`config.mk`:
```
export PLATFORM = sky130hd
export DESIGN_NAME = vin_patgen
export DESIGN_NICKNAME = d
export VERILOG_FILES = /design/src/rtl/vin_pkg.sv /design/src/rtl/vin_timing.sv /design/src/rtl/vin_patgen.sv
export SDC_FILE = /design/constraint.sdc
export NUM_CORES = 1
export LEC_CHECK = 0
export BUFFER_PORTS_ARGS = -buffer_cell sky130_fd_sc_hd__buf_2
export CAP_MARGIN = 25
export CORE_MARGIN = 1.5
export CORE_UTILIZATION = 54
export DETAILED_ROUTE_END_ITERATION = 10
export GPL_ROUTABILITY_DRIVEN = 0
export GPL_TIMING_DRIVEN = 0
export MAX_ROUTING_LAYER = met4
export PLACE_DENSITY = 0.88
export SETUP_SLACK_MARGIN = 0.2
export SYNTH_ARGS = -nofsm -noshare
export SYNTH_HDL_FRONTEND = slang
export SYNTH_HIERARCHICAL = 1
export SYNTH_SLANG_ARGS = --single-unit
```
`constraint.sdc`:
```
create_clock -name clk -period 2.2 [get_ports clk]
set_input_delay 0.11 -clock clk [delete_from_list [all_inputs] [get_ports clk]]
set_output_delay 0.11 -clock clk [all_outputs]
set_load 0.05 [all_outputs]
```
`src/rtl/vin_pkg.sv`:
```
// Shared definitions for the video-input pattern source: pattern codes and bar colours.
package vin_pkg;

    localparam logic [1:0] PAT_SOLID = 2'd0;
    localparam logic [1:0] PAT_RAMP  = 2'd1;
    localparam logic [1:0] PAT_CHECK = 2'd2;
    localparam logic [1:0] PAT_BARS  = 2'd3;

    localparam logic [23:0] BAR_WHITE   = 24'hFFFFFF;
    localparam logic [23:0] BAR_YELLOW  = 24'hFFFF00;
    localparam logic [23:0] BAR_CYAN    = 24'h00FFFF;
    localparam logic [23:0] BAR_GREEN   = 24'h00FF00;
    localparam logic [23:0] BAR_MAGENTA = 24'hFF00FF;
    localparam logic [23:0] BAR_RED     = 24'hFF0000;
    localparam logic [23:0] BAR_BLUE    = 24'h0000FF;
    localparam logic [23:0] BAR_BLACK   = 24'h000000;

    // Map a 3-bit bar index to its colour, white first, black last.
    function automatic logic [23:0] bar_color(input logic [2:0] idx);
        logic [23:0] c;
        unique case (idx)
            3'd0: c = BAR_WHITE;
            3'd1: c = BAR_YELLOW;
            3'd2: c = BAR_CYAN;
            3'd3: c = BAR_GREEN;
            3'd4: c = BAR_MAGENTA;
            3'd5: c = BAR_RED;
            3'd6: c = BAR_BLUE;
            default: c = BAR_BLACK;
        endcase
        return c;
    endfunction

endpackage

```
`src/rtl/vin_timing.sv`:
```
// Raster timing: h/v counters plus combinational sync/valid decode of the current position.
module vin_timing #(
    parameter int unsigned H_ACTIVE = 800,
    parameter int unsigned H_FP     = 20,
    parameter int unsigned H_SYNC   = 10,
    parameter int unsigned H_BP     = 20,
    parameter int unsigned V_ACTIVE = 1200,
    parameter int unsigned V_FP     = 4,
    parameter int unsigned V_SYNC   = 2,
    parameter int unsigned V_BP     = 4
) (
    input  logic        i_clk,
    input  logic        i_rst,
    input  logic        i_enable,
    output logic [11:0] o_h_cnt,
    output logic [11:0] o_v_cnt,
    output logic        o_hsync,
    output logic        o_vsync,
    output logic        o_valid,
    output logic        o_frame_end
);

    localparam int unsigned H_TOTAL = H_ACTIVE + H_FP + H_SYNC + H_BP;
    localparam int unsigned V_TOTAL = V_ACTIVE + V_FP + V_SYNC + V_BP;

    logic [11:0] r_h_cnt;
    logic [11:0] r_v_cnt;
    logic        w_h_last;
    logic        w_v_last;

    assign w_h_last = (r_h_cnt == 12'(H_TOTAL - 1));
    assign w_v_last = (r_v_cnt == 12'(V_TOTAL - 1));

    // Advance the raster; disabled or reset parks it at the origin.
    always_ff @(posedge i_clk) begin
        if (i_rst || !i_enable) begin
            r_h_cnt <= '0;
            r_v_cnt <= '0;
        end else if (w_h_last) begin
            r_h_cnt <= '0;
            r_v_cnt <= w_v_last ? 12'd0 : r_v_cnt + 12'd1;
        end else begin
            r_h_cnt <= r_h_cnt + 12'd1;
        end
    end

    assign o_h_cnt     = r_h_cnt;
    assign o_v_cnt     = r_v_cnt;
    assign o_valid     = (r_h_cnt < 12'(H_ACTIVE)) && (r_v_cnt < 12'(V_ACTIVE));
    assign o_hsync     = (r_h_cnt >= 12'(H_ACTIVE + H_FP)) &&
                         (r_h_cnt <  12'(H_ACTIVE + H_FP + H_SYNC));
    // Whole-line decode, so vsync only ever changes at h_cnt = 0.
    assign o_vsync     = (r_v_cnt >= 12'(V_ACTIVE + V_FP)) &&
                         (r_v_cnt <  12'(V_ACTIVE + V_FP + V_SYNC));
    assign o_frame_end = w_h_last && w_v_last;

endmodule

```
`src/rtl/vin_patgen.sv`:
```
// Test-pattern video source: 48-bit RGB pixel pairs with hsync/vsync/valid, all registered.
// Optional build macro VIN_PATGEN_SCROLL_EN adds a per-frame horizontal scroll.
module vin_patgen
    import vin_pkg::*;
#(
    parameter int unsigned H_ACTIVE  = 800,
    parameter int unsigned H_FP      = 20,
    parameter int unsigned H_SYNC    = 10,
    parameter int unsigned H_BP      = 20,
    parameter int unsigned V_ACTIVE  = 1200,
    parameter int unsigned V_FP      = 4,
    parameter int unsigned V_SYNC    = 2,
    parameter int unsigned V_BP      = 4,
    parameter int unsigned BAR_SHIFT = 5
) (
    input  logic        clk,
    input  logic        rst,
    input  logic        enable,
    input  logic [1:0]  pattern,
    input  logic [23:0] solid_rgb,
    output logic        out_vsync,
    output logic        out_hsync,
    output logic [47:0] out_color,
    output logic        out_valid
);

    logic [11:0] w_h_cnt;
    logic [11:0] w_v_cnt;
    logic        w_hsync;
    logic        w_vsync;
    logic        w_valid;
    logic        w_frame_end;
    logic        w_origin;
    logic [1:0]  w_pat;
    logic [23:0] w_solid;
    logic [7:0]  w_frame;
    logic [7:0]  w_x_even;
    logic [7:0]  w_x_odd;
    logic        w_y3;
    logic [11:0] w_bar_sum;
    logic [2:0]  w_bar_idx;
    logic [47:0] w_color;
    logic [1:0]  r_pat;
    logic [23:0] r_solid;

    vin_timing #(
        .H_ACTIVE (H_ACTIVE),
        .H_FP     (H_FP),
        .H_SYNC   (H_SYNC),
        .H_BP     (H_BP),
        .V_ACTIVE (V_ACTIVE),
        .V_FP     (V_FP),
        .V_SYNC   (V_SYNC),
        .V_BP     (V_BP)
    ) u_timing (
        .i_clk       (clk),
        .i_rst       (rst),
        .i_enable    (enable),
        .o_h_cnt     (w_h_cnt),
        .o_v_cnt     (w_v_cnt),
        .o_hsync     (w_hsync),
        .o_vsync     (w_vsync),
        .o_valid     (w_valid),
        .o_frame_end (w_frame_end)
    );

    assign w_origin = (w_h_cnt == 12'd0) && (w_v_cnt == 12'd0);
    // The origin pair already uses the newly sampled settings.
    assign w_pat    = w_origin ? pattern   : r_pat;
    assign w_solid  = w_origin ? solid_rgb : r_solid;

    // Capture pattern selection once per frame, at the raster origin.
    always_ff @(posedge clk) begin
        if (rst) begin
            r_pat   <= PAT_SOLID;
            r_solid <= '0;
        end else if (enable && w_origin) begin
            r_pat   <= pattern;
            r_solid <= solid_rgb;
        end
    end

`ifdef VIN_PATGEN_SCROLL_EN
    logic [7:0] r_frame_cnt;

    // Count completed frames to drive the horizontal scroll.
    always_ff @(posedge clk) begin
        if (rst) begin
            r_frame_cnt <= '0;
        end else if (enable && w_frame_end) begin
            r_frame_cnt <= r_frame_cnt + 8'd1;
        end
    end

    assign w_frame = r_frame_cnt;
`else
    assign w_frame = 8'd0;
`endif

    // Only the low byte of x matters for ramp (x[7:0]) and checker (x[3]).
    assign w_x_even  = {w_h_cnt[6:0], 1'b0} + {w_frame[6:0], 1'b0};
    assign w_x_odd   = w_x_even | 8'd1;
    assign w_y3      = (w_v_cnt & 12'h008) != 12'd0;
    assign w_bar_sum = w_h_cnt + {4'd0, w_frame};
    assign w_bar_idx = 3'(w_bar_sum >> BAR_SHIFT);

    // Colour for the current pair; forced black outside the active area.
    always_comb begin
        w_color = '0;
        if (w_valid) begin
            unique case (w_pat)
                PAT_SOLID: w_color = {w_solid, w_solid};
                PAT_RAMP:  w_color = {{3{w_x_even}}, {3{w_x_odd}}};
                PAT_CHECK: w_color = {(w_x_even[3] ^ w_y3) ? 24'hFFFFFF : 24'h000000,
                                      (w_x_odd[3]  ^ w_y3) ? 24'hFFFFFF : 24'h000000};
                default:   w_color = {2{bar_color(w_bar_idx)}};
            endcase
        end
    end

    // Register all outputs together so sync, valid and colour stay aligned.
    always_ff @(posedge clk) begin
        if (rst || !enable) begin
            out_vsync <= 1'b0;
            out_hsync <= 1'b0;
            out_valid <= 1'b0;
            out_color <= '0;
        end else begin
            out_vsync <= w_vsync;
            out_hsync <= w_hsync;
            out_valid <= w_valid;
            out_color <= w_color;
        end
    end

endmodule

```
* Word level (Yosys, flattened, before mapping)
Index checks and enable logic that the tools add are counted.
** Word-level totals
- Register bits after elaboration :: 101
- Latch bits :: 0
- RAM bits :: 0
- ROM bits :: 0
- Output and inout port bits :: 51
- Word-level logic and storage cells :: 47
- Memories :: 0
** Operators by class
- $add $sub $neg :: 2
- Multipliers :: 0
- Divide/modulo/power cells :: 0
- $lt $le $gt $ge :: 6
- Equal/unequal tests :: 10
- Shifts and indexed selects :: 0
- Mux-type cells :: 6
- Bitwise logic cells :: 2
- Reduce and logical (&&, ||, !) cells :: 13
** Operators with widths (count)
- $pmux 24 s7 :: 1
- $pmux 48 s3 :: 1
- $mux 24 :: 2
- $add 12x1->12 const B :: 2
- $logic_not 12->1 :: 2
- $lt 12x10->1 const B :: 2
- $lt 12x11->1 const B :: 2
- $eq 12x10->1 const B :: 1
- $eq 12x11->1 const B :: 1
- $ge 12x10->1 const B :: 1
- $ge 12x11->1 const B :: 1
- $mux 12 :: 1
- $eq 3x3->1 const B :: 3
- $eq 3x2->1 const B :: 2
- $logic_and 1x1->1 :: 5
- $reduce_or 2->1 :: 2
- $eq 3x1->1 const B :: 1
- $logic_not 3->1 :: 1
- $eq 2x1->1 const B :: 1
- $eq 2x2->1 const B :: 1
- $logic_not 2->1 :: 1
- $mux 2 :: 1
- $logic_not 1->1 :: 1
- $logic_or 1x1->1 :: 1
- other kinds (2) :: 2

* Longest topological paths before layout
Gate-level depths: netlist of run 1.
- Depth in word-level cells :: 5
- Mapped depth :: 7
- Mapped depth without buffers :: 6

* Modules after synthesis
The synthesis of run 1 kept the hierarchy.
** Modules (own cells, without submodules)
- vin_patgen :: instances 1, cells each 266, area each 2447.3 µm², seq. area each 1121.1 µm²
- vin_timing :: instances 1, cells each 162, area each 1345.0 µm², seq. area each 480.5 µm²

* Worst setup path after synthesis of run 1
Ideal clock, no wire load.
- Path type :: flip-flop to flip-flop
- Start point :: reg u_timing.r_h_cnt[7] (netlist: u_timing/o_h_cnt[7])
- End point :: reg out_color[33]
- Arrival :: 1.821 ns
- Data required time :: 2.049 ns
- Path slack :: 0.228 ns
- Cell stages (with the launch flop) :: 7
- Path buffers :: 1
- Clock period less this slack :: 1.972 ns
- Path through :: dfxtp_1 -> nor4_2 -> nand4_2 -> or2_1 -> buf_6 -> a211oi_2 -> a41oi_1
** Between the ends
- Cells in the longest elaborated chain, start to end :: 5
- Elaborated cells on any way between the ends :: 20
- Those cells by class :: 1 x order compare; 8 x eq/ne; 4 x mux; 1 x bitwise; 6 x reduce/logical
** Ends and longest elaborated chain
- start: declaration :: line vin_timing.sv:26 : logic [11:0] r_h_cnt;
- start signal: assignment :: line vin_timing.sv:43 : r_h_cnt <= r_h_cnt + 12'd1;
- branches (longest 5 deep; another with $lt 12x10->1)
- end signal: assignment :: line vin_patgen.sv:132 : out_color <= w_color;
- end: declaration :: line vin_patgen.sv:23 : output logic [47:0] out_color,
Several ways; the timed one is not identified.
A chain may end at the register's enable or synchronous reset.

* Worst setup path in the final report of run 1
- Start point :: reg u_timing.r_h_cnt[0] (netlist: u_timing/o_h_cnt[0])
- End point :: reg out_color[25]
Same word-level chain as after synthesis.

==> results of run 1 <==
## metal layers
layer / part of all wire / global-route usage
met4: 0.031 / 0.132
met2: 0.48 / 0.468
met3: 0.10 / 0.0457
met5: 0 / -
met1: 0.39 / 0.389
## where the power goes
group | total [mW] | leakage, nW | internal (mW) | switching [mW]
clock | 1.10 | 0.0968 | 0.531 | 0.572
combinational | 0.576 | 1.29 | 0.199 | 0.376
sequential | 1.54 | 0.660 | 1.50 | 0.0348
total | 3.21 | 2.05 | 2.23 | 0.983
## worst register-to-register path, delay by kind of cell (launching register included)
family	cells	cell delay, ns
simple gates	3	0.81
compound gates	2	0.42
buf+inv	2	0.33
flops	1	0.39
## cells in the mapped netlist (5+ instances only)
library cell / count
nand3_1: 55
a31oi_1: 7
ha_1: 6
or3_1: 6
a41oi_1: 21
buf_4: 23
mux2i_1: 26
o22ai_1: 5
xnor2_1: 6
nor2_1: 50
nor3_1: 9
dfxtp_1: 80
nand4_1: 5
xor2_1: 5
nand2_1: 28
inv_1: 11
and3_1: 6
clkbuf_1: 15
a21oi_1: 15
## per-stage QoR
step	util	cell area, µm²	cells
final	0.721	4900	642
after floorplan	-	3790	428
after global routing	0.721	4900	642
after CTS	0.698	4740	633
after global placement	0.634	4310	603
after detailed placement	0.634	4310	603
## worst max path at each step
stage                                startpoint                        to  slack [ns]  depth (start not counted)
6_report         u_timing/o_h_cnt[0]$_SDFF_PP0_  out_color[25]$_SDFF_PP0_        0.11                          7
5_1_grt          u_timing/o_h_cnt[0]$_SDFF_PP0_  out_color[25]$_SDFF_PP0_        0.06                          7
2_1_floorplan    u_timing/o_h_cnt[7]$_SDFF_PP0_  out_color[33]$_SDFF_PP0_        0.23                          6
4_1_cts        u_timing/o_v_cnt[9]$_SDFFE_PP0N_  out_color[25]$_SDFF_PP0_        0.19                          7
3_3_place_gp   u_timing/o_v_cnt[3]$_SDFFE_PP0N_  out_color[34]$_SDFF_PP0_       -0.29                          6
3_5_place_dp   u_timing/o_v_cnt[3]$_SDFFE_PP0N_  out_color[34]$_SDFF_PP0_       -0.27                          6
## layout make-up
cell class | count | area [µm²] | share of cell area
sequential | 80 | 1630 | 0.332
clock inverter | 6 | 68.8 | 0.0141
buffer | 44 | 292 | 0.0595
multi-input combinational | 293 | 2020 | 0.413
tap | 96 | 120 | 0.0245
clock buffer | 10 | 128 | 0.0261
timing repair buffer | 102 | 594 | 0.121
inverter | 11 | 41.3 | 0.00843
## state kept, by name, indices dropped and copies added (netlist names)
signal	count
out_vsync	1
r_solid	24
out_hsync	1
out_color	27
out_valid	1
u_timing/o_v_cnt	12
u_timing/o_h_cnt	12
r_pat	2
## cells by family after synthesis
group | synth area share
XOR/XNOR | 0.0254
adder cells (fa/ha/maj) | 0.0198
AND/OR/NAND/NOR | 0.267
flip-flops | 0.422
multiplexers | 0.0686
AO/OA/AOI/OAI | 0.115
buffers and inverters | 0.0821
## what timing repair did
action,4_1_cts,5_1_grt
resized for setup,36,19
pin swaps,10,7
setup endpoints to repair,47,48
buffers inserted,13,9
hold buffers,1,0
endpoints found under the hold margin,1,0
==> results.cfg, run 1 <==
[power]
power_mw = 3.21
power.leakage_nw = 2.05
power_density_nw_per_um2 = 656
ir_drop_v = 0.000524

[drt]
wl_per_cell_um = 18.3
vias = 3974
via_per_inst = 6.19
drt-total-wl_um = 11700
drc = 0
drt_iter0_markers = 578
antenna_left = 0
dr.pass1.iters = 7

[setup_path]
path_common_cell = buf_6
rr_endpoint = out_color[25]$_SDFF_PP0_
r2r_cells = 7
endpoint_kind = flop
arrival_ns = 2.30
crit_chain = nor4_4 -> nand4_4 -> or2_1 -> buf_6 -> a211oi_4 -> buf_6 -> a41oi_1
cp_slowest_stage_delay_ns = 0.39
worstPathMaxFanout = 9
worstSetupPathType = flop to flop
start_kind = flop
worstReg2RegStart = u_timing/o_h_cnt[0]$_SDFF_PP0_
crit_buf_inv = 2
critPathRequiredTime_ns = 2.42
cpLargestDelayFamily = simple AND/OR/NAND/NOR gates
worst-r2r-setup-slack_ns = 0.11
crit_slowest_cell = dfxtp_4

[yosys]
async_flop_share = 0
yosysUniqueCellTypes = 44
avgSynthCellArea_um2 = 8.86
ys_seq_elements = 80
synth_ff_type = dfxtp_1
ys_seq_area_frac = 0.422
synth_enable_flop_cells = 0
syn-num-nets = 463
yosys-top-cells-area = dfxtp_1 42%, nand3_1 7.3%, mux2i_1 6.9%
synth_top_area_share = 0.422
synth_warnings = 6
synthCells = 428
yosysTopAreaCell = dfxtp_1
syn_area_um2 = 3790

[timing]
worst_slack_ns = 0.113
fmax_ghz = 0.479
fin_skew_ns = 0.0191
tightest_slew_ns = 0.987
timing.final.crit_share = 0.949
slew-limit-headroom = 0.340
fin_crit_ns = 2.09
setup-tns-final_ns = 0
timing.hold.ws_ns = -0.00154
setup_viol = 0
rsz0062_at_grt = yes
drv_slew = 0
finalHoldViolCount = 1

[grt]
gr-total-overflow = 0
grt_pass1_wl_um = 17100
grt_usage = 0.301
antenna_found_initial = 0
grt_max_degree = 15
grt_pass1_vias = 3437

[placement]
hpwl_um = 6770
port_buffers = 79
pre_cts_ws_ns = -0.268

[outcome]
violations = negative hold slack
status = finished with violations

[clock_tree]
cts_tree = done
h-tree-depth = 3
clock-sinks = 80
clk_latency_ns = 0.36
clk_pin_slew_ns = 0.10
root_buffer = clkbuf_8
clockBufferDepth = 2
cts_made_buffers = 9

[layout]
nNetsFinal = 576
syn2layout_area_growth_pct = 29.1
n_fill_cell = 437
num_antenna_cells = 0
layout_commonest_cell = buf_2
most-common-layout-cells = 81 x buf_2, 65 x dfxtp_1, 55 x nand3_1, 49 x nor2_1, 40 x buf_4
drive_above_1_share = 0.355

[hold_path]
hold_path.class = primary input to flop
min_to = r_solid[7]$_SDFFE_PP0P_
hp-start = solid_rgb[7]
whs_path_depth = 3

[floorplan]
design.core.area_um2 = 6790
die_w_um = 86.8
num_rows = 30
initial_core_util = 0.558
die_h_um = 86.8
io_pins = 80
fp.dieArea_um2 = 7530

[run]
maxCapViolations = 0
No activity file was read; power rests on OpenSTA's default activity.
==> run 2, diff against run 1 <==
GPL_ROUTABILITY_DRIVEN = unset   (was 0)
REMOVE_ABC_BUFFERS = 1   (was unset)
==> results.cfg, run 2 (same netlist as run 1, synthesis figures left out) <==
[clock_tree]
clk_pin_slew_ns = 0.09
clk_latency_ns = 0.35
cts_tree = done
root_buffer = clkbuf_8
cts_hold_buf = 0
clock-sinks = 80
cts_made_buffers = 9
clockBufferDepth = 2
h-tree-depth = 3

[layout]
layout_commonest_cell = buf_2
top_register = out_color
syn2layout_area_growth_pct = 29.6
multi_input_area_um2 = 2150
nNetsFinal = 547
finalInstanceArea_um2 = 4910
most-common-layout-cells = 79 x buf_2, 64 x dfxtp_1, 55 x nand3_1, 47 x nor2_1, 26 x nand2_1
regArea_um2 = 1630
top_regs = out_color (27), r_solid (24)
n_fill_cell = 393
largest_reg_flops = 27
num_antenna_cells = 0
drive_above_1_share = 0.375

[drt]
dr.pass1.iters = 6
antenna_left = 0
wl_per_cell_um = 22.4
vias = 4128
drc = 0
drt-total-wl_um = 13700
drt_iter0_markers = 458
via_per_inst = 6.73

[setup_path]
worstPathMaxFanout = 24
arrival_ns = 2.38
worstSetupPathType = flop to flop
start_kind = flop
critPathRequiredTime_ns = 2.43
endpoint_kind = flop

[floorplan]
initial_core_util = 0.558
fp.dieArea_um2 = 7530
die_h_um = 86.8
design.core.area_um2 = 6790
die_w_um = 86.8
num_rows = 30
io_pins = 80

[grt]
globalRouteMet1Util = 0.357
grt_max_degree = 30
gr-total-overflow = 0
grt_use_met2 = 0.519
antenna_found_initial = 0
grt_usage = 0.319
grt_pass1_wl_um = 18200
globalRouteMet3Util = 0.0676
top_usage_layer = met2
grt_pass1_vias = 3726

[placement]
gp_congestion = 0.900
hpwl_um = 6210
placedInstanceArea_um2 = 4080
port_buffers = 79
pre_cts_ws_ns = -0.790

[hold_path]
hold_path.class = primary input to flop

[timing]
drv_slew = 0
timing.hold.ws_ns = 0.0122
fin_skew_ns = 0.0158
timing.final.crit_share = 0.979
tightest_slew_ns = 1.19
slew-limit-headroom = 0.204
fin_crit_ns = 2.15
finalHoldViolCount = 0
fmax_ghz = 0.465
rsz0062_at_grt = yes
setup_viol = 0
worst_slack_ns = 0.0473

[power]
power.leakage_nw = 2.00
power_density_nw_per_um2 = 674
ir_drop_v = 0.000495

[outcome]
status = completed

[run]
maxCapViolations = 0
-- run 2: cell types whose count changed in the layout (fill, tap and decap cells not counted), moves of 3 or more --
cell,change
buf_4,-15
clkbuf_1,-11
a31oi_1,-4
a41oi_1,-4
a31oi_2,+3
inv_6,+3
clkbuf_2,-3
a41oi_2,+4
-- run 2: what timing repair did --
action                                  4_1_cts  5_1_grt
hold endpoints to repair                      0        0
pin swaps                                    10       13
gates resized for setup                      31       39
cloned                                        2        0
endpoints found under the setup margin       54       57
buffers inserted                             23       10
-- run 2: path summary, 6_finish.rpt --
path	startpoint	to	slack (ns)	cells after the start
max	r_pat[1]$_SDFFE_PP0P_	out_color[31]$_SDFF_PP0_	0.05	3
min	solid_rgb[6]	r_solid[6]$_SDFFE_PP0P_	0.01	3
max reg2reg	r_pat[1]$_SDFFE_PP0P_	out_color[31]$_SDFF_PP0_	0.05	3
min reg2reg	r_solid[22]$_SDFFE_PP0P_	r_solid[22]$_SDFFE_PP0P_	0.52	2
-- run 2: worst max-delay path, stage by stage (launching register included) --
cell,delay (ns)
dfxtp_1,0.38
nor2_2,0.94
nand3_1,0.25
a41oi_1,0.45
-- run 2: cell type report --
| type | instances | area share |
|---|---|---|
| Sequential cell | 80 | 0.332 |
| Tap cell | 96 | 0.0244 |
| Timing Repair Buffer | 116 | 0.156 |
| Inverter | 11 | 0.00840 |
| Clock inverter | 6 | 0.0148 |
| Clock buffer | 10 | 0.0280 |
| Multi-Input combinational cell | 294 | 0.437 |
-- run 2: metal layers --
| layer | wire length, µm | vias to the layer above |
|---|---|---|
| li1 | - | 1688 |
| met1 | 4700 | 1889 |
| met2 | 6360 | 423 |
| met3 | 1540 | 128 |
| met4 | 1130 | 0 |
| met5 | 0 | - |
-- run 2: per-stage QoR --
stage | TNS, ns | std cells | total power, mW | util
after floorplan | -47.24 | 384 | 1.88 | -
after global placement | -89.79 | 559 | 2.00 | 0.594
after detailed placement | -29.52 | 562 | 2.02 | 0.600
after CTS | 0 | 603 | 3.21 | 0.686
after global routing | -0.0769 | 613 | 3.39 | 0.723
final | 0 | 613 | 3.31 | 0.723
-- run 2: where the power goes --
group          total, mW  internal [mW]  switching (mW)
combinational      0.615          0.205           0.410
sequential          1.54           1.50          0.0390
clock               1.16          0.572           0.589
total               3.31           2.28            1.04
